## src/rtl/apb_reg_slave.sv

```systemverilog
// APB register slave: four RW data registers, a write counter and an ID word,
// served through a registered IDLE/SETUP/WAIT/ACCESS state machine with configurable wait states.
module apb_reg_slave #(
    parameter int unsigned WAIT_CYCLES = 1,
    parameter logic [31:0] ID_VALUE    = 32'hA5B0_0016
) (
    input  logic        pclk,
    input  logic        preset,
    input  logic        psel,
    input  logic        penable,
    input  logic        pwrite,
    input  logic [7:0]  paddr,
    input  logic [31:0] pwdata,
    input  logic [3:0]  pstrb,
    output logic [31:0] prdata,
    output logic        pready,
    output logic        pslverr,
    output logic [31:0] reg0_o,
    output logic [31:0] reg1_o,
    output logic [31:0] reg2_o,
    output logic [31:0] reg3_o
);

    typedef enum logic [1:0] {
        ST_IDLE   = 2'd0,
        ST_SETUP  = 2'd1,
        ST_WAIT   = 2'd2,
        ST_ACCESS = 2'd3
    } state_e;

    localparam logic [3:0] WAIT_LOAD = (WAIT_CYCLES == 32'd0) ? 4'd0 : 4'(WAIT_CYCLES - 32'd1);

    // Misaligned, unmapped, or a write aimed at a read-only word.
    function automatic logic addr_error(input logic wr, input logic [7:0] a);
        return (a[1:0] != 2'b00) || (a > 8'h14) || (wr && (a >= 8'h10));
    endfunction

    function automatic logic [31:0] strobe_merge(input logic [31:0] old_v,
                                                 input logic [31:0] new_v,
                                                 input logic [3:0]  strb);
        logic [31:0] res;
        res = old_v;
        for (int i = 0; i < 4; i++) begin
            res[8*i +: 8] = strb[i] ? new_v[8*i +: 8] : old_v[8*i +: 8];
        end
        return res;
    endfunction

    state_e      state_q, state_d;
    logic [3:0]  cnt_q, cnt_d;
    logic [7:0]  addr_q, addr_d;
    logic        wr_q, wr_d;
    logic [31:0] wdata_q, wdata_d;
    logic [3:0]  strb_q, strb_d;
    logic [31:0] regs_q [4];
    logic [31:0] regs_d [4];
    logic [7:0]  wr_count_q, wr_count_d;
    logic        pready_q, pready_d;
    logic        pslverr_q, pslverr_d;
    logic [31:0] prdata_q, prdata_d;

    logic        err_s;
    logic [31:0] rd_s;
    logic        capture_s;
    logic        go_access_s;

    assign err_s = addr_error(wr_q, addr_q);

    // Read mux over the captured address, using contents before any commit this cycle.
    always_comb begin
        rd_s = 32'h0000_0000;
        case (addr_q)
            8'h00:   rd_s = regs_q[0];
            8'h04:   rd_s = regs_q[1];
            8'h08:   rd_s = regs_q[2];
            8'h0C:   rd_s = regs_q[3];
            8'h10:   rd_s = {24'h00_0000, wr_count_q};
            8'h14:   rd_s = ID_VALUE;
            default: rd_s = 32'h0000_0000;
        endcase
    end

    // Next-state, wait counting, write commit and response generation.
    always_comb begin
        state_d     = state_q;
        cnt_d       = cnt_q;
        addr_d      = addr_q;
        wr_d        = wr_q;
        wdata_d     = wdata_q;
        strb_d      = strb_q;
        regs_d      = regs_q;
        wr_count_d  = wr_count_q;
        pready_d    = 1'b0;
        pslverr_d   = 1'b0;
        prdata_d    = 32'h0000_0000;
        capture_s   = 1'b0;
        go_access_s = 1'b0;

        case (state_q)
            ST_IDLE: begin
                if (psel && !penable) begin
                    capture_s = 1'b1;
                end else begin
                    state_d = ST_IDLE;
                end
            end
            ST_SETUP: begin
                if (!psel) begin
                    state_d = ST_IDLE;
                    cnt_d   = 4'd0;
                end else if (WAIT_CYCLES == 32'd0) begin
                    go_access_s = 1'b1;
                end else begin
                    state_d = ST_WAIT;
                    cnt_d   = WAIT_LOAD;
                end
            end
            ST_WAIT: begin
                if (!psel) begin
                    state_d = ST_IDLE;
                    cnt_d   = 4'd0;
                end else if (penable) begin
                    if (cnt_q == 4'd0) begin
                        go_access_s = 1'b1;
                    end else begin
                        cnt_d = cnt_q - 4'd1;
                    end
                end else begin
                    state_d = ST_WAIT;
                end
            end
            ST_ACCESS: begin
                if (wr_q && !err_s) begin
                    regs_d[addr_q[3:2]] = strobe_merge(regs_q[addr_q[3:2]], wdata_q, strb_q);
                    wr_count_d          = wr_count_q + 8'd1;
                end else begin
                    wr_count_d = wr_count_q;
                end
                // A setup phase seen at the completing edge starts the next transfer without an idle cycle.
                if (psel && !penable) begin
                    capture_s = 1'b1;
                end else begin
                    state_d = ST_IDLE;
                end
            end
            default: begin
                state_d = ST_IDLE;
                cnt_d   = 4'd0;
            end
        endcase

        if (capture_s) begin
            state_d = ST_SETUP;
            cnt_d   = 4'd0;
            addr_d  = paddr;
            wr_d    = pwrite;
            wdata_d = pwdata;
            strb_d  = pstrb;
        end else begin
            addr_d = addr_d;
        end

        if (go_access_s) begin
            state_d   = ST_ACCESS;
            cnt_d     = 4'd0;
            pready_d  = 1'b1;
            pslverr_d = err_s;
            prdata_d  = (!wr_q && !err_s) ? rd_s : 32'h0000_0000;
        end else begin
            pready_d = 1'b0;
        end
    end

    // State, captured request, registers and registered bus responses.
    always_ff @(posedge pclk or posedge preset) begin
        if (preset) begin
            state_q    <= ST_IDLE;
            cnt_q      <= 4'd0;
            addr_q     <= 8'h00;
            wr_q       <= 1'b0;
            wdata_q    <= 32'h0000_0000;
            strb_q     <= 4'h0;
            regs_q[0]  <= 32'h0000_0000;
            regs_q[1]  <= 32'h0000_0000;
            regs_q[2]  <= 32'h0000_0000;
            regs_q[3]  <= 32'h0000_0000;
            wr_count_q <= 8'h00;
            pready_q   <= 1'b0;
            pslverr_q  <= 1'b0;
            prdata_q   <= 32'h0000_0000;
        end else begin
            state_q    <= state_d;
            cnt_q      <= cnt_d;
            addr_q     <= addr_d;
            wr_q       <= wr_d;
            wdata_q    <= wdata_d;
            strb_q     <= strb_d;
            regs_q     <= regs_d;
            wr_count_q <= wr_count_d;
            pready_q   <= pready_d;
            pslverr_q  <= pslverr_d;
            prdata_q   <= prdata_d;
        end
    end

    assign prdata  = prdata_q;
    assign pready  = pready_q;
    assign pslverr = pslverr_q;
    assign reg0_o  = regs_q[0];
    assign reg1_o  = regs_q[1];
    assign reg2_o  = regs_q[2];
    assign reg3_o  = regs_q[3];

endmodule

```

## config.mk

```make
export PLATFORM = sky130hd
export DESIGN_NAME = apb_reg_slave
export DESIGN_NICKNAME = d
export VERILOG_FILES = /design/src/rtl/apb_reg_slave.sv
export SDC_FILE = /design/constraint.sdc
export NUM_CORES = 1
export LEC_CHECK = 0
export ABC_AREA = 1
export CAP_MARGIN = 25
export CORE_UTILIZATION = 35
export CTS_BUF_LIST = sky130_fd_sc_hd__clkbuf_4 sky130_fd_sc_hd__clkbuf_8 sky130_fd_sc_hd__clkbuf_16
export DETAILED_ROUTE_END_ITERATION = 6
export GPL_TIMING_DRIVEN = 0
export PLACE_DENSITY = 0.62
export SLEW_MARGIN = 0
export SYNTH_ARGS = -nofsm -noshare
export SYNTH_HDL_FRONTEND = slang
export SYNTH_SLANG_ARGS = --single-unit
```

## constraint.sdc

```tcl
create_clock -name pclk -period 9 [get_ports pclk]
set_clock_uncertainty 0.2 [all_clocks]
set_input_delay 0.9 -clock pclk [delete_from_list [all_inputs] [get_ports pclk]]
set_output_delay 0.9 -clock pclk [all_outputs]
set_load 0.01 [all_outputs]
```

==> flow_summary.toml <==
[layout]
nets = 1761
fillers = 2981
drive_gt1_share_pct = 5.75
antenna_cells = 0
areaGrowthSynthToFinish_pct = 31.9
fin_cells = 2111

[worst_setup_path]
worstPathArrival_ps = 3010
end_kind = "flop"
worstSetupStartpointType = "flop"
critPathMaxFanout = 10
critical_path_class = "flop to flop"
crit_required_ps = 9220
cpMaxStageDelayCell = "nor2_1"
crit_path_max_incr_delay_ps = 710
crit_top_cell = "nand2_1"
cp_cell_sequence = "inv_2, nor2_1, nand3_1, clkbuf_1, nand2_1, nand2_1"

[clock_tree]
cts_root_buf = "clkbuf_16"
clk_latency_ps = 530
clock_path_buffers = 3
postCtsSetupRepairBufs = 0
numCtsBuffers = 24
ctsHoldBuffers = 0
cts_resized = 0
clk_pin_slew_ps = 60
cts.sinks = 221
htreeDepth = 1
cts_tree = "done"

[yosys]
syn-cell-area_um2 = 10600
yosys-top-cells-count = "nand2_1 (944), dfrtp_1 (221), nand3_1 (67), nor2_1 (62), inv_1 (37)"
synth_top_area_share_pct = 52.3
yosysWarnings = 0
synthCells = 1471
synth_ff_type = "dfrtp_1"
ys_seq_area_share_pct = 52.3
synth_top_area_cell = "dfrtp_1"
postSynthNetCount = 1524
synth_edf_count = 0
ys_ff_latch = 221
asyncSetResetFlopFracSynth_pct = 100
synthTopCellsByArea = "dfrtp_1 (52%), nand2_1 (33%), nand3_1 (3.2%), nor2_1 (2.2%), inv_1 (1.3%)"
avgSynthCellArea_um2 = 7.20
yosysMostFrequentCell = "nand2_1"
netlist-cell-type-count = 29

[floorplan]
core_area_um2 = 29700
die-area_um2 = 30900
dieWidth_um = 176
start_util_pct = 35.6
io_pins = 211
rows = 63
die_h_um = 176

[route]
drt_iter0_markers = 1056
drt-total-wl_um = 38100
route.detailed.wl_per_inst_um = 18.0
antenna_left = 0
via_count = 10400
dr.pass1.iters = 7
drc = 0
viasPerCell = 4.91

[pwr]
irDropWorstVdd_v = 0.000134
p_leak_nw = 7.35
p_per_area_nw_per_um2 = 214
power.total_mw = 2.99

[global_routing]
met1_usage_pct = 34.1
grt-busiest-layer = "met2"
grtUsageTotal_pct = 24.9
grt_pass1_vias = 9972
antenna_found_initial = 0
use_met3_pct = 4.85
grt-ovfl-total = 0
grt_first_pass_wirelength_um = 58100
grt_use_met2_pct = 37.6
grt_start_max_net_pins = 126

[timing]
rsz0062_at_grt = "false"
fin_tns_setup_ps = 0
tightest_slew_ps = 913
fin_crit_ps = 2790
slew_headroom_pct = 38.9
drv_slew = 0
hold_viol_final = 0
max_freq_mhz = 359
fin_crit_sh_pct = 31.0
finalSetupViolations = 0

[run]
max-cap-violations = 0

[place]
io_buffers = 210
dp_hpwl_um = 27200
routabilityCongestion = 0.894
dp_cells = 2072

[outcome]
status = "finished clean"

[hold_path]
hp-class = "flop to flop"
## where the power goes
group / total [mW] / internal, mW / switching [mW]
clock network: 0.954 / 0.555 / 0.399
logic: 0.840 / 0.199 / 0.640
registers: 1.20 / 1.11 / 0.0870
## area by class of cell
cell class,instances,area [µm²],area share [%]
Tap cell,390,488,3.50
Sequential cell,221,5530,39.6
Clock inverter,5,27.5,0.197
Buffer,67,319,2.29
Multi-Input combinational cell,1137,4560,32.7
Inverter,46,183,1.31
Timing Repair Buffer,211,2130,15.3
Clock buffer,34,724,5.19
## placed cells by master (no fill, tap or decap), types with 2 or more instances in the layout
cell,instances
o21ai_1,3
ha_1,4
clkbuf_8,5
nor2_2,10
xnor2_1,4
dfrtp_1,221
nand2_1,944
buf_6,2
clkinv_2,4
clkdlybuf4s50_1,210
o21ai_0,27
inv_2,6
clkinv_1,2
nand3_1,67
clkbuf_16,25
buf_1,6
buf_4,5
nor3_2,2
clkbuf_4,4
xor2_1,4
clkbuf_1,27
a21oi_1,2
inv_1,36
nor2_1,62
buf_2,27
## worst paths after layout
check	cells after the start	from	slack (ps)	endpoint
worst min register to register	2	wdata_q[2]$_DFFE_PP0P_	270	wdata_q[2]$_DFFE_PP0P_
max in group asynchronous	3	preset	6880	wdata_q[23]$_DFFE_PP0P_
worst max-delay path	6	addr_q[3]$_DFFE_PP0P_	6210	reg2_o[16]$_DFFE_PP0P_
min in group asynchronous	2	preset	680	prdata[31]$_DFF_PP0_
worst max register to register	6	addr_q[3]$_DFFE_PP0P_	6210	reg2_o[16]$_DFFE_PP0P_
worst min-delay path	2	wdata_q[2]$_DFFE_PP0P_	270	wdata_q[2]$_DFFE_PP0P_
## critical path, delay by kind of cell, from the launching register on
family | cells | cell delay [ps]
and+or+nand+nor | 4 | 1460
DFF | 1 | 420
buffers and inverters | 2 | 590
## cell families (layout without fill, tap and decap cells)
group | after synthesis | count (layout) | synth area share, %
flops | 221 | 221 | 52.3
xor+xnor | 8 | 8 | 0.662
fa+ha+maj | 4 | 4 | 0.473
simple gates | 1092 | 1092 | 40.4
compound gates | 33 | 33 | 1.58
buf+inv | 113 | 363 | 4.67
## through the flow
step	util [%]	cell area, µm²	setup WS [ps]	hold slack, ps
2_1_floorplan	-	10600	1850	242
3_3_place_gp	44.3	13200	-1180	257
3_5_place_dp	44.4	13200	5960	260
4_1_cts	47.0	14000	6310	274
5_1_grt	47.0	14000	6160	297
6_report	47.0	14000	6210	269
## sequential cells by signal, summed over array words and instances (netlist names), 2 cells and up
name	count
wr_count_q	8
reg2_o	32
reg0_o	32
addr_q	8
reg3_o	32
strb_q	4
prdata	32
cnt_q	4
state_q	2
wdata_q	32
reg1_o	32
## layer usage
metal	share of wire (%)	routed length, µm
met5	0	0
met1	43	16400
met4	5.3	2000
met2	44	16700
met3	7.9	3030
No activity file was read; power rests on OpenSTA's default activity.
